$ cat src/rtl/hex_display_controller.sv
// Registered multi-digit seven-segment controller: captures a packed hex value,
// decodes one digit per clock, then applies blink gating and output polarity.
module hex_display_controller #(
  parameter int unsigned DIGITS     = 6,
  parameter int unsigned ACTIVE_LOW = 1,
  parameter int unsigned BLINK_DIV  = 25000000
) (
  input  logic                  clock,
  input  logic                  reset_n,
  input  logic [4*DIGITS-1:0]   value,
  input  logic                  load,
  input  logic                  blank_lz,
  input  logic                  blink_en,
  input  logic [DIGITS-1:0]     blink_mask,
  output logic                  ready,
  output logic [7*DIGITS-1:0]   segments
);

  localparam int unsigned IW = (DIGITS > 1) ? $clog2(DIGITS) : 1;
  localparam int unsigned CW = $clog2(BLINK_DIV);
  localparam logic [IW-1:0] LAST = IW'(DIGITS - 1);
  localparam logic [CW-1:0] WRAP = CW'(BLINK_DIV - 1);

  typedef enum logic {IDLE, UPDATE} state_t;

  state_t               state;
  logic [IW-1:0]        idx;
  logic [4*DIGITS-1:0]  val_q;
  logic                 blz_q;
  logic [7*DIGITS-1:0]  seg_q;
  logic [CW-1:0]        blink_cnt;
  logic                 phase;

  logic [3:0]           cur_nib;
  logic                 cur_blank;
  logic [6:0]           dec;
  logic [6:0]           lit;

  function automatic logic [6:0] decode(input logic [3:0] n);
    logic [6:0] s;
    case (n)
      4'h0: s = 7'b0111111;
      4'h1: s = 7'b0000110;
      4'h2: s = 7'b1011011;
      4'h3: s = 7'b1001111;
      4'h4: s = 7'b1100110;
      4'h5: s = 7'b1101101;
      4'h6: s = 7'b1111101;
      4'h7: s = 7'b0000111;
      4'h8: s = 7'b1111111;
      4'h9: s = 7'b1101111;
      4'hA: s = 7'b1110111;
      4'hB: s = 7'b1111100;
      4'hC: s = 7'b0111001;
      4'hD: s = 7'b1011110;
      4'hE: s = 7'b1111001;
      default: s = 7'b1110001;
    endcase
    return s;
  endfunction

  // A digit is a leading zero when it and every more-significant nibble are zero.
  always_comb begin
    cur_nib   = '0;
    cur_blank = 1'b0;
    for (int unsigned i = 0; i < DIGITS; i++) begin
      if (idx == IW'(i)) begin
        cur_nib   = val_q[4*i +: 4];
        cur_blank = blz_q && (i != 0) && ((val_q >> (4*i)) == '0);
      end
    end
    dec = cur_blank ? '0 : decode(cur_nib);
  end

  // A load held on the final write edge is taken immediately so back-to-back
  // updates run without an idle cycle between them.
  always_ff @(posedge clock or negedge reset_n) begin
    if (!reset_n) begin
      state <= IDLE;
      ready <= 1'b1;
      idx   <= '0;
      val_q <= '0;
      blz_q <= 1'b0;
      seg_q <= '0;
    end else begin
      case (state)
        IDLE: begin
          if (load) begin
            val_q <= value;
            blz_q <= blank_lz;
            idx   <= '0;
            state <= UPDATE;
            ready <= 1'b0;
          end
        end
        UPDATE: begin
          for (int unsigned i = 0; i < DIGITS; i++) begin
            if (idx == IW'(i)) seg_q[7*i +: 7] <= dec;
          end
          idx <= idx + 1'b1;
          if (idx == LAST) begin
            if (load) begin
              val_q <= value;
              blz_q <= blank_lz;
              idx   <= '0;
            end else begin
              state <= IDLE;
              ready <= 1'b1;
            end
          end
        end
        default: state <= IDLE;
      endcase
    end
  end

  always_ff @(posedge clock or negedge reset_n) begin
    if (!reset_n) begin
      blink_cnt <= '0;
      phase     <= 1'b0;
    end else if (blink_cnt == WRAP) begin
      blink_cnt <= '0;
      phase     <= ~phase;
    end else begin
      blink_cnt <= blink_cnt + 1'b1;
    end
  end

  always_comb begin
    segments = '0;
    lit      = '0;
    for (int unsigned i = 0; i < DIGITS; i++) begin
      lit = seg_q[7*i +: 7];
      if (blink_en && blink_mask[i] && phase) lit = '0;
      segments[7*i +: 7] = (ACTIVE_LOW != 0) ? ~lit : lit;
    end
  end

endmodule

$ cat config.mk
export PLATFORM = sky130hd
export DESIGN_NAME = hex_display_controller
export DESIGN_NICKNAME = d
export VERILOG_FILES = /design/src/rtl/hex_display_controller.sv
export SDC_FILE = /design/constraint.sdc
export NUM_CORES = 1
export LEC_CHECK = 0
export BUFFER_PORTS_ARGS = -buffer_cell sky130_fd_sc_hd__buf_4
export CAP_MARGIN = 25
export CORE_UTILIZATION = 50
export CTS_CLUSTER_SIZE = 16
export DETAILED_ROUTE_END_ITERATION = 7
export PLACE_DENSITY = 0.79
export SLEW_MARGIN = 20
export SYNTH_ARGS = -nofsm -noshare
export SYNTH_HDL_FRONTEND = slang
export SYNTH_SLANG_ARGS = --single-unit
$ cat constraint.sdc
create_clock -name clock -period 7.05 [get_ports clock]
set_clock_uncertainty 0.05 [all_clocks]
set_input_delay 1.7625 -clock clock [delete_from_list [all_inputs] [get_ports clock]]
set_output_delay 1.7625 -clock clock [all_outputs]
set_load 0.005 [all_outputs]
==> results of run 1 <==
## metal layers
layer	up-vias	global-route usage, %	part of all wire [%]
li1	1846	-	-
met1	1805	29.9	47
met2	120	35.8	48
met3	17	3.97	4.5
met4	0	6.69	1.2
met5	-	0	0
## cell usage in the layout, fill, tap and decap left out, types with 8 or more instances in the layout
master | synthesis | layout
sky130_fd_sc_hd__xnor2_1 | 8 | 8
sky130_fd_sc_hd__a21oi_1 | 11 | 11
sky130_fd_sc_hd__nand2b_1 | 8 | 8
sky130_fd_sc_hd__nand2_1 | 121 | 121
sky130_fd_sc_hd__inv_1 | 10 | 10
sky130_fd_sc_hd__o21ai_1 | 37 | 37
sky130_fd_sc_hd__buf_4 | 0 | 80
sky130_fd_sc_hd__mux2_2 | 26 | 26
sky130_fd_sc_hd__ha_1 | 12 | 12
sky130_fd_sc_hd__clkbuf_8 | 0 | 9
sky130_fd_sc_hd__xor2_1 | 12 | 12
sky130_fd_sc_hd__nand3_1 | 21 | 21
sky130_fd_sc_hd__dfrtp_1 | 97 | 97
sky130_fd_sc_hd__nor2_1 | 18 | 18
sky130_fd_sc_hd__o21ai_0 | 8 | 8
## logic make-up (layout without fill, tap and decap cells)
kind of cell / after synthesis / count (layout) / synth area share (%)
AO/OA/AOI/OAI: 87 / 87 / 12.7
XOR/XNOR: 20 / 20 / 3.61
adder cells (fa/ha/maj): 12 / 12 / 3.10
buffers and inverters: 32 / 108 / 2.92
flip-flops: 98 / 98 / 50.6
multiplexers: 30 / 30 / 6.89
AND/OR/NAND/NOR: 211 / 211 / 20.1
## synthesized netlist by cell type (all sizes together), types with 8 or more instances
master,number,area [um^2]
xor2,12,105
o21ai,45,225
dfrtp,97,2430
buf,8,51.3
nand2,121,454
nand2b,9,63.8
nor2,18,67.6
inv,10,37.5
xnor2,8,70.1
mux2,27,304
a21oi,11,55.1
ha,12,150
clkbuf,13,48.8
nand3,21,105
## metrics by stage
step	total power, uW	util (%)	instance area (um^2)
after global placement	2290	58.9	5490
after detailed placement	2360	59.0	5500
final	2700	61.2	5710
after floorplan	1890	-	4850
after CTS	2700	61.0	5690
after global routing	2910	61.2	5710
## sequential cells by signal, indices dropped and copies added (netlist names)
| name | cells |
|---|---|
| seg_q | 42 |
| blink_cnt | 25 |
| val_q | 24 |
| idx | 3 |
| blz_q | 1 |
| phase | 1 |
| ready | 1 |
| state | 1 |
## tightest hold or removal path: stages, from the launching register on
cell and delay (ns):
sky130_fd_sc_hd__dfrtp_1 0.36, sky130_fd_sc_hd__nand2_1 0.05, sky130_fd_sc_hd__o21ai_1 0.06
## final timing paths
kind | cells after the start | startpoint | to | slack (ns)
hold reg to reg | 2 | seg_q[6] | seg_q[6] | 0.45
hold / removal | 2 | seg_q[6] | seg_q[6] | 0.45
min in group asynchronous | 1 | reset_n | blink_cnt[8] | 1.32
max in group asynchronous | 2 | reset_n | seg_q[2] | 4.58
setup / recovery | 5 | blink_en | segments[7] | 2.68
setup reg to reg | 9 | idx[2] | seg_q[30] | 3.11
## power by group through the flow
stage                     clock [uW]  sequential, uW  combinational [uW]
final                            347             946                1410
after global routing             376             977                1560
after detailed placement           0             956                1400
after floorplan                    0             888                 997
after CTS                        349             944                1410
after global placement             0             945                1350
## layout make-up
cell class	instances	area, um^2
Clock buffer	9	124
Clock inverter	7	61.3
Fill cell	774	3620
Inverter	11	41.3
Multi-Input combinational cell	360	2250
Sequential cell	98	2450
Tap cell	129	161
Timing Repair Buffer	81	616
==> results.md, run 1 <==
- Sequential cells were found to cover 50.6% of the synthesized design area.
- The clock network burns 12.8% of the power.
- The mean area per synthesized cell is 9.89 um^2.
- The floorplan step set the die height to 100 um.
- The detailed placer's ending HPWL is 7400 um.
- Across the VDD grid, the largest voltage drop is 0.234 mV.
- Setup violations remaining at the end of the flow were counted as 0.
- The number of gates resized after CTS is 0.
- At the pin with the least slew margin, the transition time is 0.977 ns.
- Together, buffers and inverters on the worst path number 2.
- The dominant register cell in the synthesized netlist is sky130_fd_sc_hd__dfrtp_1.
- The flip-flop and latch count after synthesis is 98.
- The proportion of register bits with asynchronous set or reset after synthesis is 100%.
- The flow ran to the end, and the final reports show no timing, DRC or antenna violations.
- The synthesized design contains 0 enable-type register cells.
- The max-slew violation total from the final report was 0.
- The sort of element at the end of the critical path is an output port.
- The tree is rooted in a sky130_fd_sc_hd__clkbuf_8.
- Dividing total power by cell area gives a power density of 474 mW/mm^2.
- The number of hold-slack violations in the final timing report is 0.
- For this run, the number of standard cells in the final layout without fillers is 695.
- The number of sinks on the clock net is 98.
- The detailed router finished its first iteration with 155 violations.
- Summed over all cells, the static leakage comes to 0.00271 uW.
- The count of inserted antenna diode cells is 0.
- The clock latency on the worst-skew pair is 0.37 ns.
- Hold timing on the final database bottoms out at a slack of 0.449 ns.
- In the post-route analysis, the smallest setup slack over all paths is 2.68 ns.
- Sequential cells burn 35.0% of the power.
- The proportion of layout cells with a drive suffix above 1 is 24.4%.
- The sum of overflow across all layers after global routing is 0.
- The maximum buffer depth of the clock tree is 2.
- The total of max-cap violations is 0.
- The cell family contributing the most delay on the critical path is simple AND/OR/NAND/NOR gates.
- For this run, the total global-route usage over all layers was measured as 21.9%.
- The number of warnings printed during yosys synthesis is 0.
- The core region is 0.00933 mm^2.
- The post-synthesis net count is 537.
- The initial antenna violation count came to 0.
- The total iterations of the first detailed-routing run is 4.
- The share of total power dissipated in combinational logic is 52.2%.
- The number of unique standard cell types used by synthesis is 54.
- The net count of the finished layout is 608.
- The setup TNS is 0 ns.
- The slowest cell on the critical path is sky130_fd_sc_hd__and2_1.
- For this run, design rule violations remaining after detail routing come to 0.
- After detailed routing, the average wire length per cell comes to 14.9 um.
- The post-placement worst setup slack is 2.66 ns.
- The cell-internal power is 1520 uW.
- The number of top-level design ports is 78.
- The number of clock buffers added by TritonCTS is 9.
- The number of I/O port buffers is 77.
- Once the floorplan was initialized, standard cells occupied 52.0% of the core.
- The clock-pin slew on the worst setup and hold paths is 0.10 ns.
- The final critical path takes up 62.0% of the cycle.
- The signal on the critical path passes through buf_4 -> and2_1 -> nand2_1 -> nand2_1 -> buf_4.
- The detailed-route vias per instance is 5.45.
- The area growth from synthesis to layout is 17.8%.
- The placed instance count is 677.
- The kind of critical path is in -> out.
- The maximum number of pins on one net before global-route repair is 57.
- Net switching is 43.7% of the power.
- The post-route minimum period is 4.37 ns.
- The via count of the first global-routing pass is 3,614.
- In this run the core area contains 35 standard-cell rows.
- The worst hold path belongs to the class reg -> reg.
- The deepest level of the CTS H-tree is 3.
- In this run the tightest slew margin relative to its limit is 34.8%.
- The maximum fanout along the worst path is 7.
- The TritonCTS clock tree is done.
- The largest stage delay on the critical path is 0.25 ns.
- The netlist area before placement is 0.00485 mm^2.
- The worst endpoint data arrival time is 2.56 ns.
- The nature of the critical path startpoint is a primary input.
- The congestion estimate from routability-driven global placement came to 0.854.
- The worst path required time is 5.24 ns.
- The number of nets still failing antenna checks after routing is 0.
- The wire length reported by the detailed router is 10,400 um.
- Setup repair after global routing left no endpoint under its margin.
- Derived from the worst setup path, the maximum achievable clock frequency is 229 MHz.
- The first global-routing pass estimated 17,300 um of wire.
- The die covers 0.0101 mm^2.
- The routed layout has 3,788 vias.
- The post-CTS repair timing setup buffer count is 0.
- From left edge to right edge, the die measures 100 um.
- In this run the power spent charging and discharging nets is 1180 uW.
- Synthesis handed over a netlist of 490 instances.
- In this run, post-CTS hold repair placed 0 buffers.
Note: power is estimated with default switching activity, not from simulation.
==> inputs of run 2 (changes only) <==
==> constraint.sdc (replaced) <==
create_clock -name clock -period 4.53 [get_ports clock]
set_clock_uncertainty 0.05 [all_clocks]
set_input_delay 1.1325 -clock clock [delete_from_list [all_inputs] [get_ports clock]]
set_output_delay 1.1325 -clock clock [all_outputs]
set_load 0.005 [all_outputs]
==> run 2 against run 1 <==
Setup slack worse by 2.0 ns; die area stayed put; first-iteration DRC count is 17% higher; critical endpoint is now seg_q[37].
==> results.md, run 2 (synthesis gave the netlist of run 1 again) <==
- The via count of the first global-routing pass is 3,539 (-2.1%).
- The total of max-cap violations was 0 (unchanged).
- The root buffer cell is sky130_fd_sc_hd__clkbuf_8.
- The worst hold path class is reg -> reg.
- The flip-flop count of the largest register, all copies and words added is 42 (unchanged).
- The wire length reported by the detailed router was 10,500 um (+0.99%).
- The first-pass GRT wire length is 17,500 um (+1.2%).
- The number of sinks on the clock net is 98 (unchanged).
- STA classifies the critical path startpoint as a flop.
- The sort of element at the end of the critical path is a flop.
- The largest registers in the layout are seg_q: 42 flops, blink_cnt: 25 flops, val_q: 24 flops.
- The mean routed wirelength per cell is 15.1 um (+1.1%).
- The total iterations of the first detailed-routing run is 4 (unchanged).
- The number of rows created at floorplan came to 35 (unchanged).
- The floorplan die width is 100 um (unchanged).
- The sum of overflow across all layers after global routing is 0 (unchanged).
- The largest stage delay on the critical path is 0.71 ns (+0.46 ns).
- The total number of vias is 3,828 (+1.1%).
- The area of combinational cells with multiple inputs is 0.00225 mm^2 (unchanged).
- The count of inserted antenna diode cells is 0 (unchanged).
- The deepest level of the CTS H-tree came to 3 (unchanged).
- The kind of critical path is reg -> reg.
- The number of filler instances in the final layout is 782 (+1.0%).
- The number of I/O port buffers is 77 (unchanged).
- The relative slew slack came to 32.5% (-2.2 points).
- The post-cts hold buffer count came to 0 (unchanged).
- The clock-pin slew on the worst setup and hold paths came to 0.10 ns (about the same).
- The area taken by flip-flops and latches was 0.00245 mm^2 (unchanged).
- The global-route usage over all layers is 22.4% (+0.52 points).
- The TritonCTS clock tree is done.
- The number of setup violations in the final report is 0 (unchanged).
- The TritonCTS buffer count was 9 (unchanged).
- The number of top-level design ports came to 78 (unchanged).
- The area of placed instances is 0.00550 mm^2 (unchanged).
- The maximum fanout along the worst path is 16 (+9).
- The setup TNS came to 0 ns (unchanged).
- Setup repair after global routing left no endpoint under its margin.
- The die area is 0.0101 mm^2 (unchanged).
- The buffer and inverter count on the worst path is 2 (unchanged).
- The number of gates resized after CTS came to 0 (unchanged).
- The max-slew violation total from the final report is 0 (unchanged).
- The cell family contributing the most delay on the critical path is compound AO/OA/AOI/OAI gates.
- Static timing analysis puts the maximum clock frequency at 260 MHz.
- The final weighted congestion in routability-driven placement is 0.876 (+2.5%).
- The initial core utilization is 52.0% (unchanged).
- The initial antenna violation count is 0 (unchanged).
- Walking the worst path, the cells encountered are inv_1 -> ha_1 -> nor2_1 -> o211ai_1 -> a41oi_1 -> inv_1 -> ha_1 -> o311ai_2 -> o21ai_1.
- The area growth from synthesis to layout is 18.4%.
- The worst path required time is 4.72 ns (-0.52 ns).
- The final instance area is 0.00574 mm^2 (+0.50%).
- The leakage power figure is 0.00272 uW (+0.43%).
- The top cell types in the final layout, fill and taps aside, are sky130_fd_sc_hd__nand2_1, sky130_fd_sc_hd__dfrtp_1, sky130_fd_sc_hd__buf_4.
- The routed design could run at a clock period as short as 3.85 ns.
- The DRC violation count after routing is 0 (unchanged).
- The maximum number of pins on one net before global-route repair came to 77 (+35%).
- The top register by number of flip-flops is seg_q.
- The worst endpoint data arrival time came to 4.03 ns (+1.47 ns).
- The flow ran to the end, and the final reports show no timing, DRC or antenna violations.
- The maximum vdd drop came to 0.326 mV (+39%).
- The detailed placer's ending HPWL is 7550 um (+2.1%).
- The detailed-route vias per instance is 5.52 (+1.2%).
- The maximum buffer depth of the clock tree is 2 (unchanged).
- The proportion of layout cells with a drive suffix above 1 was 24.2% (-0.13 points).
- The post-CTS repair timing setup buffer count is 0 (unchanged).
- The vertical die dimension is 100 um (unchanged).
- The number of hold-slack violations in the final timing report is 0 (unchanged).
- Of the available clock period, the critical path in the final layout requires 84.9%.
- The number of nets still failing antenna checks after routing came to 0 (unchanged).
- The transition at the pin with the smallest max-transition slack is 1.01 ns (+0.0333 ns).
- The total core area is 0.00933 mm^2 (unchanged).
- The slowest stage of the critical path is the sky130_fd_sc_hd__o311ai_2 cell.
- Leaving out fill and tap cells, the most frequent cell in the layout is sky130_fd_sc_hd__nand2_1.
- The net count of the finished layout came to 607 (-0.16%).
- The iteration-0 DRC count of the detailed router is 182 (+17%).
- The power density relative to cell area is 742 mW/mm^2 (+57%).
- The clock latency on the worst-skew pair was 0.38 ns (about the same).
-- run 2: changes by cell type in the layout (fill, tap and decap cells not counted) --
cell                        change
sky130_fd_sc_hd__buf_4          -1
sky130_fd_sc_hd__buf_16         +1
sky130_fd_sc_hd__clkinv_4       -2
sky130_fd_sc_hd__inv_8          +1
sky130_fd_sc_hd__bufinv_16      +1
sky130_fd_sc_hd__buf_8          -1
-- run 2: power by group --
part	internal [uW]	leakage [uW]	switching [uW]
registers	1220	0.00120	258
clock network	267	0.000100	328
logic	941	0.00142	1240
-- run 2: routing by layer --
metal | GRT usage (%) | wire length [um]
met1 | 31.6 | 4870
met2 | 35.0 | 4870
met3 | 3.55 | 559
met4 | 8.58 | 160
met5 | 0 | 0
-- run 2: final timing paths --
path	cells past startpoint	start	endpoint	slack, ns
min in group asynchronous	1	reset_n	seg_q[4]	0.57
max in group asynchronous	3	reset_n	val_q[0]	2.96
max reg2reg	9	idx[2]	seg_q[37]	0.68
min reg2reg	1	phase	phase	0.43
min	1	phase	phase	0.43
max	9	idx[2]	seg_q[37]	0.68
-- run 2: layout make-up --
class                      count  share of cell area (%)
tap                          129                    2.81
sequential                    98                    42.8
multi-input combinational    360                    39.2
clock inverter                 7                    1.48
inverter                      11                   0.720
timing repair buffer          80                    10.8
clock buffer                   9                    2.16
-- run 2: through the flow --
step                cells  util [%]  setup WS (ns)  total power (uW)  hold WS [ns]
floorplan             490         -           1.69              2930         0.384
global placement      677      59.0          0.887              3580         0.419
detailed placement    677      59.0          0.694              3670         0.423
CTS                   693      61.2          0.686              4270         0.437
global route          694      61.5          0.422              4580         0.450
finish                694      61.5          0.682              4250         0.435
